--- src/rtl/vector_load_pkg.sv ---
// Shared definitions for the vector loader and its sequencer.
// Holds the sequencer state encoding and the small elaboration-time helpers
// (clog2, zero-to-one clamp, beats-per-codeword) so every block that talks
// to the loader derives the same beat count and counter widths.
package vector_load_pkg;

    typedef enum logic [2:0] {
        ST_IDLE   = 3'd0,
        ST_CLR    = 3'd1,
        ST_STREAM = 3'd2,
        ST_GAP    = 3'd3,
        ST_DONE   = 3'd4
    } seq_state_t;

    // Ceiling log2; clog2(1) = 0.
    function automatic int clog2(input int value);
        int r;
        r = 0;
        while ((1 << r) < value) r = r + 1;
        return r;
    endfunction

    // A parallelism of 0 means one symbol per beat, same as in the loader.
    function automatic int at_least_one(input int value);
        return (value < 1) ? 1 : value;
    endfunction

    function automatic int beats_per_word(input int word_len, input int parallelism);
        int p;
        p = at_least_one(parallelism);
        return (word_len + p - 1) / p;
    endfunction

    // Counter width able to hold 0..n-1, never narrower than one bit.
    function automatic int width_of(input int n);
        return at_least_one(clog2(n));
    endfunction

endpackage

--- src/rtl/vector_load_beat_counter.sv ---
// Beat / codeword position counter.
// Ports:
//   clk, rst     clock and asynchronous active-high reset
//   clr          synchronous clear of both counters
//   en           one beat transferred this cycle
//   beat_cnt     beat index inside the current codeword
//   word_idx     index of the current codeword
//   beat_last    beat_cnt is the last beat of a codeword
//   word_last    word_idx is the last codeword of the run
// On the last beat the beat counter wraps to 0 and the word index advances,
// except on the final codeword where the word index holds so the owner can
// still report which codeword just finished.
module vector_load_beat_counter
    import vector_load_pkg::*;
#(
    parameter int  BEATS    = 1023,
    parameter int  WORD_NUM = 10,
    localparam int BW       = width_of(BEATS),
    localparam int WW       = width_of(WORD_NUM)
) (
    input  logic          clk,
    input  logic          rst,
    input  logic          clr,
    input  logic          en,
    output logic [BW-1:0] beat_cnt,
    output logic [WW-1:0] word_idx,
    output logic          beat_last,
    output logic          word_last
);

    localparam logic [BW-1:0] LAST_BEAT = BW'(BEATS - 1);
    localparam logic [WW-1:0] LAST_WORD = WW'(WORD_NUM - 1);
    localparam logic [BW-1:0] BEAT_ONE  = BW'(1);
    localparam logic [WW-1:0] WORD_ONE  = WW'(1);

    assign beat_last = (beat_cnt == LAST_BEAT);
    assign word_last = (word_idx == LAST_WORD);

    always_ff @(posedge clk or posedge rst) begin
        if (rst) begin
            beat_cnt <= '0;
            word_idx <= '0;
        end else if (clr) begin
            beat_cnt <= '0;
            word_idx <= '0;
        end else if (en) begin
            if (beat_last) begin
                beat_cnt <= '0;
                if (!word_last) word_idx <= word_idx + WORD_ONE;
            end else begin
                beat_cnt <= beat_cnt + BEAT_ONE;
            end
        end
    end

endmodule

--- src/rtl/vector_load_sequencer.sv ---
// Sequencer that drives one vector loader into the BCH decoder datapath.
// Ports:
//   clk, in_Arst       clock, asynchronous active-high reset
//   in_start           start a run (honoured in IDLE or DONE)
//   in_abort           abandon the run, back to IDLE next cycle
//   in_dec_ready       decoder accepts a beat this cycle
//   out_ld_Srst        loader synchronous clear (CLR state)
//   out_ld_en          loader pointer advance
//   out_valid          beat presented to the decoder
//   out_sof, out_eof   first / last beat of a codeword (valid-qualified)
//   out_word_idx       codeword currently streaming
//   out_busy           CLR, STREAM or GAP
//   out_done           run complete (DONE)
//   dbg_state          current FSM state, for observation
// Handshake: a beat moves exactly in a cycle with out_valid=1. In STREAM,
// out_valid follows in_dec_ready in the same cycle because the loader's data
// is combinational from its pointer; out_ld_en equals out_valid so the loader
// pointer and beat counter always step together. in_abort forces out_valid
// low in its cycle.
module vector_load_sequencer
    import vector_load_pkg::*;
#(
    parameter int  WORD_LEN    = 1023,
    parameter int  PARALLELISM = 1,
    parameter int  WORD_NUM    = 10,
    parameter int  GAP_CYCLES  = 0,
    localparam int BEATS       = beats_per_word(WORD_LEN, PARALLELISM),
    localparam int BW          = width_of(BEATS),
    localparam int WW          = width_of(WORD_NUM),
    localparam int GW          = width_of(GAP_CYCLES + 1)
) (
    input  logic          clk,
    input  logic          in_Arst,
    input  logic          in_start,
    input  logic          in_abort,
    input  logic          in_dec_ready,
    output logic          out_ld_Srst,
    output logic          out_ld_en,
    output logic          out_valid,
    output logic          out_sof,
    output logic          out_eof,
    output logic [WW-1:0] out_word_idx,
    output logic          out_busy,
    output logic          out_done,
    output logic [2:0]    dbg_state
);

    localparam logic [GW-1:0] GAP_LAST = GW'((GAP_CYCLES > 0) ? GAP_CYCLES - 1 : 0);
    localparam logic [GW-1:0] GAP_ONE  = GW'(1);

    seq_state_t    state;
    logic [GW-1:0] gap_cnt;
    logic [BW-1:0] beat_cnt;
    logic [WW-1:0] word_idx;
    logic          beat_last;
    logic          word_last;
    logic          xfer;
    logic          cnt_clr;

    assign xfer = (state == ST_STREAM) && in_dec_ready && !in_abort;

    // Counters are also cleared on the DONE->CLR edge so the CLR cycle
    // already reports codeword 0 instead of the previous run's last index.
    assign cnt_clr = in_abort || (state == ST_CLR) || ((state == ST_DONE) && in_start);

    vector_load_beat_counter #(
        .BEATS    (BEATS),
        .WORD_NUM (WORD_NUM)
    ) u_beat_counter (
        .clk       (clk),
        .rst       (in_Arst),
        .clr       (cnt_clr),
        .en        (xfer),
        .beat_cnt  (beat_cnt),
        .word_idx  (word_idx),
        .beat_last (beat_last),
        .word_last (word_last)
    );

    always_ff @(posedge clk or posedge in_Arst) begin
        if (in_Arst) begin
            state   <= ST_IDLE;
            gap_cnt <= '0;
        end else if (in_abort) begin
            state   <= ST_IDLE;
            gap_cnt <= '0;
        end else begin
            case (state)
                ST_IDLE: begin
                    if (in_start) state <= ST_CLR;
                end
                ST_CLR: begin
                    gap_cnt <= '0;
                    state   <= ST_STREAM;
                end
                ST_STREAM: begin
                    if (xfer && beat_last) begin
                        if (word_last) begin
                            state <= ST_DONE;
                        end else if (GAP_CYCLES > 0) begin
                            state   <= ST_GAP;
                            gap_cnt <= '0;
                        end
                    end
                end
                ST_GAP: begin
                    gap_cnt <= gap_cnt + GAP_ONE;
                    if (gap_cnt == GAP_LAST) state <= ST_STREAM;
                end
                ST_DONE: begin
                    if (in_start) state <= ST_CLR;
                end
                default: state <= ST_IDLE;
            endcase
        end
    end

    assign out_ld_Srst  = (state == ST_CLR);
    assign out_ld_en    = xfer;
    assign out_valid    = xfer;
    assign out_sof      = xfer && (beat_cnt == '0);
    assign out_eof      = xfer && beat_last;
    assign out_word_idx = word_idx;
    assign out_busy     = (state == ST_CLR) || (state == ST_STREAM) || (state == ST_GAP);
    assign out_done     = (state == ST_DONE);
    assign dbg_state    = state;

endmodule

--- config.mk ---
export PLATFORM = sky130hd
export DESIGN_NAME = vector_load_sequencer
export DESIGN_NICKNAME = d
export VERILOG_FILES = /design/src/rtl/vector_load_pkg.sv /design/src/rtl/vector_load_beat_counter.sv /design/src/rtl/vector_load_sequencer.sv
export SDC_FILE = /design/constraint.sdc
export NUM_CORES = 1
export LEC_CHECK = 0
export CORE_MARGIN = 2
export CORE_UTILIZATION = 50
export DETAILED_ROUTE_END_ITERATION = 8
export PLACE_DENSITY = 0.75
export SETUP_SLACK_MARGIN = 0.2
export SKIP_CTS_REPAIR_TIMING = 1
export SLEW_MARGIN = 30
export SYNTH_ARGS = -nofsm -noshare
export SYNTH_HDL_FRONTEND = slang
export SYNTH_SLANG_ARGS = --single-unit
--- constraint.sdc ---
create_clock -name clk -period 2.3 [get_ports clk]
set_input_delay 0.46 -clock clk [delete_from_list [all_inputs] [get_ports clk]]
set_output_delay 0.46 -clock clk [all_outputs]
set_load 0.01 [all_outputs]
Word-level counts from Yosys, hierarchy flattened
Index checks and enable logic that the tools add are counted.
- $add $sub $neg: 3
- eq/ne operators: 11
- muxes and demuxes: 15
- reduce and logical (&&, ||, !) cells: 18
- operators by type and width (cell ; number):
    10-bit 2-to-1 mux ; 3
    4-bit 2-to-1 mux ; 4
    3-bit 2-to-1 mux ; 5
    3-bit one-hot mux with 4 select lines ; 1
    10-bit by 1-bit adder with 10-bit output, second input constant ; 1
    10-bit == test, second input constant ; 1
    10-bit zero test ; 1
    3-bit by 2-bit == test with 1-bit output, second input constant ; 2
    3-bit != test, second input constant ; 2
    1-bit logical AND ; 5
    4-bit by 1-bit adder with 4-bit output, second input constant ; 1
    4-bit == test, second input constant ; 1
    1-bit logical OR ; 4
    4-bit AND reduction ; 1
    2-bit nonzero test ; 2
    3-bit by 1-bit == test with 1-bit output, second input constant ; 1
    3-bit == test, second input constant ; 1
    3-bit zero test ; 1
    3-bit by 1-bit != test with 1-bit output, second input constant ; 1
    3-bit by 2-bit != test with 1-bit output, second input constant ; 1
    3-bit AND reduction ; 1
    3-bit nonzero test ; 1
    2-bit != test, second input constant ; 1
    1-bit one-hot mux with 2 select lines ; 1
    4 further kinds ; 4
- register bits: 18
- output and inout bits: 14

Logic depth before layout (Yosys ltp)
Gate-level depths: netlist of the first run.
- depth after elaboration: 7
- mapped depth: 8

Cells and area by module
Synthesis of the first run repeated with hierarchy kept, for this count alone.
- cell total of the unflattened synthesis: 125
- area, all modules: 1111.1 sq um
- by module, submodules not included (module ; instances ; cells each ; area an instance (sq um)):
    vector_load_beat_counter ; 1 ; 87 ; 820.8
    vector_load_sequencer ; 1 ; 38 ; 290.3

Least setup slack after synthesis of the first run
Ideal clock, no wire load.
- kind: register to output
- from: register u_beat_counter.beat_cnt[2]
- to: output port out_sof
- arrival time: 1.533 ns
- data required time: 1.840 ns
- setup slack: 0.307 ns
- cell stages (with the launch flop): 4
- path through: dfrtp_1 > or4_1 > nor4_1 > nor4bb_1
- word-level cells in the longest chain between the ends: 2
- ends and longest elaborated chain (what ; RTL line ; text):
    start: declaration ; vector_load_beat_counter.sv:25 ; output logic [BW-1:0] beat_cnt,
    start signal: assignment ; vector_load_beat_counter.sv:51 ; beat_cnt <= beat_cnt + BEAT_ONE;
    10-bit zero test ; vector_load_sequencer.sv:121 ; assign out_sof = xfer && (beat_cnt == '0);
    1-bit logical AND ; vector_load_sequencer.sv:121 ;
    end: declaration ; vector_load_sequencer.sv:40 ; output logic out_sof,
No other way between the ends.

Worst setup path in the final report of the first run
Ends and elaborated chain as after synthesis.

==> qor.yml, run 1 <==
final_layout:
  layout-drive-gt1-share_pct: 24.5
  finalInstanceArea_um2: 1530
  fin_nets: 171
  final_util_pct: 69.2
  syn_to_final_growth_pct: 31.0
  final_cells: 187
  n_antenna_cell: 0
synth:
  synth_xor_area_share_pct: 0.749
  synthCells: 124
  syn_avg_cell_area_um2: 9.42
  netlist_top_cells_area: "dfrtp_1 (39%), ha_1 (5.4%), a21oi_1 (5.1%), o21ai_0 (3.9%), or3_1 (3.7%)"
  synth_area_um2: 1170
  synthSimpleGateAreaFrac_pct: 30.5
  synthFlopType: "dfrtp_1"
  synth.most_common_cell: "dfrtp_1"
  synth_area_leader_cell: "dfrtp_1"
  muxShareOfSynthArea_pct: 0.857
  synth-warning-count: 0
  synth_compound_area_share_pct: 17.3
  ys_ff_latch: 18
  synth_nets: 134
  synth_edf_count: 0
  synth_top_family_by_area: "simple AND/OR/NAND/NOR gates"
  synth_top_area_share_pct: 38.5
  synth_fa_ha_area_share_pct: 5.35
  ys_top_cells_by_count: "dfrtp_1 (18), a21oi_1 (12), inv_1 (9), o21ai_0 (9), nor2_1 (8)"
  yosysSeqAreaShare_pct: 38.5
  ys_async_sr_fraction_pct: 100
  synth_cell_types: 41
floorplan:
  io-pin-count: 19
  die_y_um: 52.3
  initial_core_util_pct: 52.8
  dieArea_um2: 2740
  die_w_um: 52.3
  rows: 17
  core_um2: 2210
clock_network:
  cts_tree: "done"
  root_buffer: "clkbuf_4"
  clock_sinks: 18
  clockBufferDepth: 2
  worstSkewPairLatency_ns: 0.30
  numCtsBuffers: 3
  path_clk_slew_ns: 0.10
  htreeDepth: 1
global_routing:
  antenna_found_initial: 0
  gr-total-overflow: 0
  grt_pass1_vias: 975
  grt_pass1_wl_um: 4510
  grt_max_degree: 19
  grt_usage_pct: 22.1
sta:
  setup_ws_ns: 0.00110
  min_period_over_period_pct: 100
  hold_viol: 0
  final_max_slew_viol_count: 0
  rsz0062_at_grt: "yes"
  holdWs_ns: 0.555
  setup_viol_count_final: 0
  fmax_mhz: 435
  min_period_ns: 2.30
  relSlewSlack_pct: 54.5
  tightest_slew_ns: 0.681
  skew_ns: 0.00538
place:
  dp_cells: 178
  portBuffers: 18
  place_hpwl_um: 2020
  place_congestion: 0.826
  placed_cell_area_um2: 1450
  pre_cts_ws_ns: -0.566
detailed_routing:
  wire_per_inst_um: 14.9
  vias_per_cell: 5.77
  final_antenna_net_count: 0
  drtIter0Drc: 21
  dr.pass1.iters: 4
  drc: 0
  totalWireLength_um: 2780
  num_vias: 1079
setup_path:
  cp_max_fo: 2
  critPathArrivalTime_ns: 1.84
  crit_required_ns: 1.84
  critPathKind: "reg -> out"
  worst-r2r-cell-count: 7
  start_kind: "flip-flop"
  cp-end-kind: "output port"
power:
  ir_drop_mv: 0.312
  p_per_area_nw_per_um2: 372
  p_leak_nw: 0.711
flow_run:
  maxCapViolations: 0
worst_hold_path:
  worstHoldPathType: "in -> async"
run_status:
  status: "finished, final reports clean"
## logic make-up after synthesis
logic type / after synthesis
buffers and inverters: 15
DFF: 18
adders and majority gates: 5
and+or+nand+nor: 53
muxes: 1
xor gates and xnor gates: 1
AOI/OAI and AO/OA: 31
## layout by cell type (no fill, tap or decap), types with 2 or more instances in the layout
| master | synthesis | final |
|---|---|---|
| o21ai_0 | 9 | 9 |
| and3_1 | 2 | 2 |
| buf_4 | 1 | 19 |
| nand4_1 | 3 | 3 |
| clkbuf_2 | 0 | 2 |
| nor2b_1 | 2 | 2 |
| clkbuf_4 | 0 | 3 |
| nor2_1 | 8 | 8 |
| dfrtp_1 | 18 | 18 |
| dlymetal6s2s_1 | 0 | 3 |
| or3_1 | 7 | 7 |
| a21oi_1 | 12 | 12 |
| o211ai_1 | 4 | 4 |
| nand3_1 | 3 | 3 |
| inv_1 | 9 | 9 |
| or4_1 | 4 | 3 |
| nor4_4 | 1 | 2 |
| nor3_1 | 3 | 3 |
| clkdlybuf4s50_1 | 0 | 11 |
| buf_2 | 2 | 2 |
| nand2_1 | 7 | 6 |
| ha_1 | 5 | 5 |
## path summary, 6_finish.rpt
path                                             from                          to  slack [ns]
max                        u_beat_counter.beat_cnt[2]                     out_sof       0.001
min                                           in_Arst                dbg_state[1]        0.55
max reg2reg                u_beat_counter.beat_cnt[0]  u_beat_counter.word_idx[3]        0.47
min reg2reg                u_beat_counter.beat_cnt[0]  u_beat_counter.beat_cnt[0]        0.56
max in group asynchronous                     in_Arst  u_beat_counter.beat_cnt[2]        1.31
min in group clk                             in_abort                dbg_state[0]        0.56
## registers in the layout (all words and copies together), names as in the netlist
name and cells:
u_beat_counter.word_idx 4, gap_cnt 1, u_beat_counter.beat_cnt 10, dbg_state 3
## power by group
part | leakage [nW] | switching, mW | internal [mW]
Sequential | 0.250 | 0.00261 | 0.320
Combinational | 0.447 | 0.0471 | 0.0450
Clock | 0.0138 | 0.0940 | 0.0611
Total | 0.711 | 0.144 | 0.426
## critical path: stages (launching register included)
cell and delay [ns]:
dfrtp_1 0.39, or4_4 0.54, nor4_4 0.22, nor4bb_2 0.23, buf_2 0.17
## per-layer routing
layer  track usage (%)  share of wire, %  vias up
met5                 0                 0        -
met4              9.83               2.6        0
met3              2.86               5.0        9
met2              36.9                48       35
met1              28.3                44      511
li1                  -                 -      524
## through the flow
step / setup TNS, ns / power [mW]
final: 0 / 0.570
after global routing: -0.0913 / 0.592
after detailed placement: -1.07 / 0.414
after CTS: -1.10 / 0.565
after global placement: -0.948 / 0.413
after floorplan: 0 / 0.382
## layout make-up
cell class	count	area, um^2
multi-input cells	91	668
inverters	9	33.8
repair buffers	38	322
fillers	178	681
flip-flops and latches	18	450
well taps	28	35.0
clock buffers	3	22.5
No activity file was read; power rests on OpenSTA's default activity.
==> inputs of run 2 (changes only) <==
--- a/config.mk
+++ b/config.mk
@@ -7,2 +7,3 @@
 export LEC_CHECK = 0
+export ABC_AREA = 0
 export CORE_MARGIN = 2
==> constraint.sdc (replaced) <==
create_clock -name clk -period 2.3 [get_ports clk]
set_input_delay 0.23 -clock clk [delete_from_list [all_inputs] [get_ports clk]]
set_output_delay 0.23 -clock clk [all_outputs]
set_load 0.01 [all_outputs]
==> run 2 against run 1 <==
Compared with the run above:
- cell count down 4.3%
- maximum frequency up 11%
- critical endpoint unchanged
- via count about the same
- largest power group unchanged
- highest routed layer unchanged
==> qor.yml, run 2 (synthesis results as in run 1) <==
floorplan:
  io-pin-count: 19  # unchanged
  rows: 17  # unchanged
  core_um2: 2210  # unchanged
  dieArea_um2: 2740  # unchanged
  die_w_um: 52.3  # unchanged
  initial_core_util_pct: 52.8  # unchanged
  die_y_um: 52.3  # unchanged
global_routing:
  gr-total-overflow: 0  # unchanged
  grt_max_degree: 19  # unchanged
  grt_pass1_wl_um: 4410  # -2.1%
  antenna_found_initial: 0  # unchanged
  grt_usage_pct: 21.6  # -0.50 points
  grt_pass1_vias: 1002  # +2.8%
setup_path:
  start_kind: "flip-flop"
  crit_required_ns: 2.07  # +0.23 ns
  critPathArrivalTime_ns: 1.85  # about the same
  crit_start: "u_beat_counter.beat_cnt[2]"
  cp-end-kind: "output port"
  critPathKind: "reg -> out"
  cp-endpoint: "out_sof"
  worstReg2RegEnd: "u_beat_counter.beat_cnt[7]"
  cp_max_fo: 2  # unchanged
  worst-r2r-cell-count: 6  # -1
  r2r_slack_ns: 0.46  # about the same
  worstReg2RegStart: "dbg_state[0]"
detailed_routing:
  drc: 0  # unchanged
  totalWireLength_um: 2610  # -6.3%
  final_antenna_net_count: 0  # unchanged
  drtIter0Drc: 23  # +9.5%
  wire_per_inst_um: 14.6  # -2.1%
  vias_per_cell: 6.03  # +4.6%
  num_vias: 1080  # +0.093%
  dr.pass1.iters: 7  # +3
sta:
  skew_ns: 0.00242  # -0.00296 ns
  min_period_ns: 2.08  # -0.221 ns
  setup_ws_ns: 0.223  # +0.221 ns
  setup_viol_count_final: 0  # unchanged
  min_period_over_period_pct: 90.3  # -9.6 points
  final_max_slew_viol_count: 0  # unchanged
  fmax_mhz: 481  # +11%
  rsz0062_at_grt: "yes"
  holdWs_ns: 0.336  # -0.219 ns
  relSlewSlack_pct: 54.7  # +0.13 points
  tightest_slew_ns: 0.679  # -0.00196 ns
  hold_viol: 0  # unchanged
power:
  p_per_area_nw_per_um2: 384  # +3.3%
  p_comb_share_pct: 15.6  # -0.6 points
  switching_share_pct: 24.9  # -0.34 points
  p_int_mw: 0.423  # -0.79%
  p_seq_share_pct: 57.2  # +0.6 points
  p_clk_share_pct: 27.1  # about the same
  switchingPower_mw: 0.140  # -2.5%
  ir_drop_mv: 0.285  # -8.6%
  p_leak_nw: 0.651  # -8.4%
clock_network:
  root_buffer: "clkbuf_4"
  clock_sinks: 18  # unchanged
  path_clk_slew_ns: 0.10  # about the same
  cts_tree: "done"
  numCtsBuffers: 3  # unchanged
  worstSkewPairLatency_ns: 0.28  # -0.02 ns
  htreeDepth: 1  # unchanged
  clockBufferDepth: 2  # unchanged
worst_hold_path:
  worstHoldPathType: "in -> async"
final_layout:
  layout_common_cells: "dfrtp_1 (18), clkdlybuf4s50_1 (16), a21oi_1 (12), buf_4 (12)"
  fin_nets: 163  # -4.7%
  syn_to_final_growth_pct: 25.3
  largest-register: "u_beat_counter.beat_cnt"
  final_common_cell: "dfrtp_1"
  multi_input_area_um2: 647  # -3.2%
  largest_reg_flops: 10  # unchanged
  layout-drive-gt1-share_pct: 15.9  # -8.6 points
  regArea_um2: 450  # unchanged
  n_antenna_cell: 0  # unchanged
  fillCellCount: 177  # -0.56%
run_status:
  status: "finished, final reports clean"
place:
  place_hpwl_um: 1960  # -3.2%
  place_congestion: 0.845  # +2.3%
  pre_cts_ws_ns: -0.0300  # +0.536 ns
  portBuffers: 18  # unchanged
flow_run:
  maxCapViolations: 0  # unchanged
[run 2: cell types whose count changed in the layout (fill, tap and decap cells not counted)]
cell / change
clkdlybuf4s50_1: +5
nor4_4: -1
dlymetal6s2s_1: -1
nor4_1: +1
buf_2: -2
nand2_2: -1
clkbuf_2: -2
or4_1: +1
buf_4: -7
or4_4: -1
nand2_1: +1
buf_6: -1
[run 2: critical path: stages (launching register included)]
cell and delay [ns]:
dfrtp_1 0.38, or4_1 0.52, nor4_1 0.16, nor4bb_2 0.31, dlymetal6s2s_1 0.19
[run 2: power groups by stage]
stage          sequential [mW]  combinational, mW  clock, mW
6_report                 0.322             0.0879      0.153
5_1_grt                  0.323             0.0965      0.170
3_3_place_gp             0.328             0.0833          0
3_5_place_dp             0.328             0.0848          0
2_1_floorplan            0.330             0.0518          0
4_1_cts                  0.322             0.0849      0.154
[run 2: layer usage]
metal	vias up	GRT usage (%)	share of wire, %
met5	-	0	0
met3	4	3.14	5.5
met4	0	7.26	0.73
li1	510	-	-
met1	518	28.9	44
met2	48	35.6	50
[run 2: worst min path at each step]
stage	to	slack [ns]	cells after the start	start
3_5_place_dp	u_beat_counter.beat_cnt[0]	0.53	1	u_beat_counter.beat_cnt[0]
5_1_grt	u_beat_counter.word_idx[0]	0.41	2	in_Arst
2_1_floorplan	dbg_state[0]	0.17	1	in_Arst
6_report	dbg_state[2]	0.34	2	in_Arst
3_3_place_gp	u_beat_counter.beat_cnt[0]	0.53	1	u_beat_counter.beat_cnt[0]
4_1_cts	dbg_state[2]	0.38	2	in_Arst
[run 2: metrics by stage]
step	total power, mW	std cells	instance area [um^2]	setup TNS (ns)	utilization, %
floorplan	0.382	124	1170	0	-
global placement	0.411	174	1420	-0.0223	64.0
detailed placement	0.413	174	1420	-0.0300	64.0
CTS	0.561	177	1440	-0.196	65.0
global route	0.589	179	1460	0	66.2
finish	0.563	179	1460	0	66.2
[run 2: area by class of cell]
cell class / instances / area share (%)
Multi-Input combinational cell: 91 / 44.2
Timing Repair Buffer: 30 / 18.8
Tap cell: 28 / 2.39
Sequential cell: 18 / 30.8
Inverter: 9 / 2.31
Clock buffer: 3 / 1.54
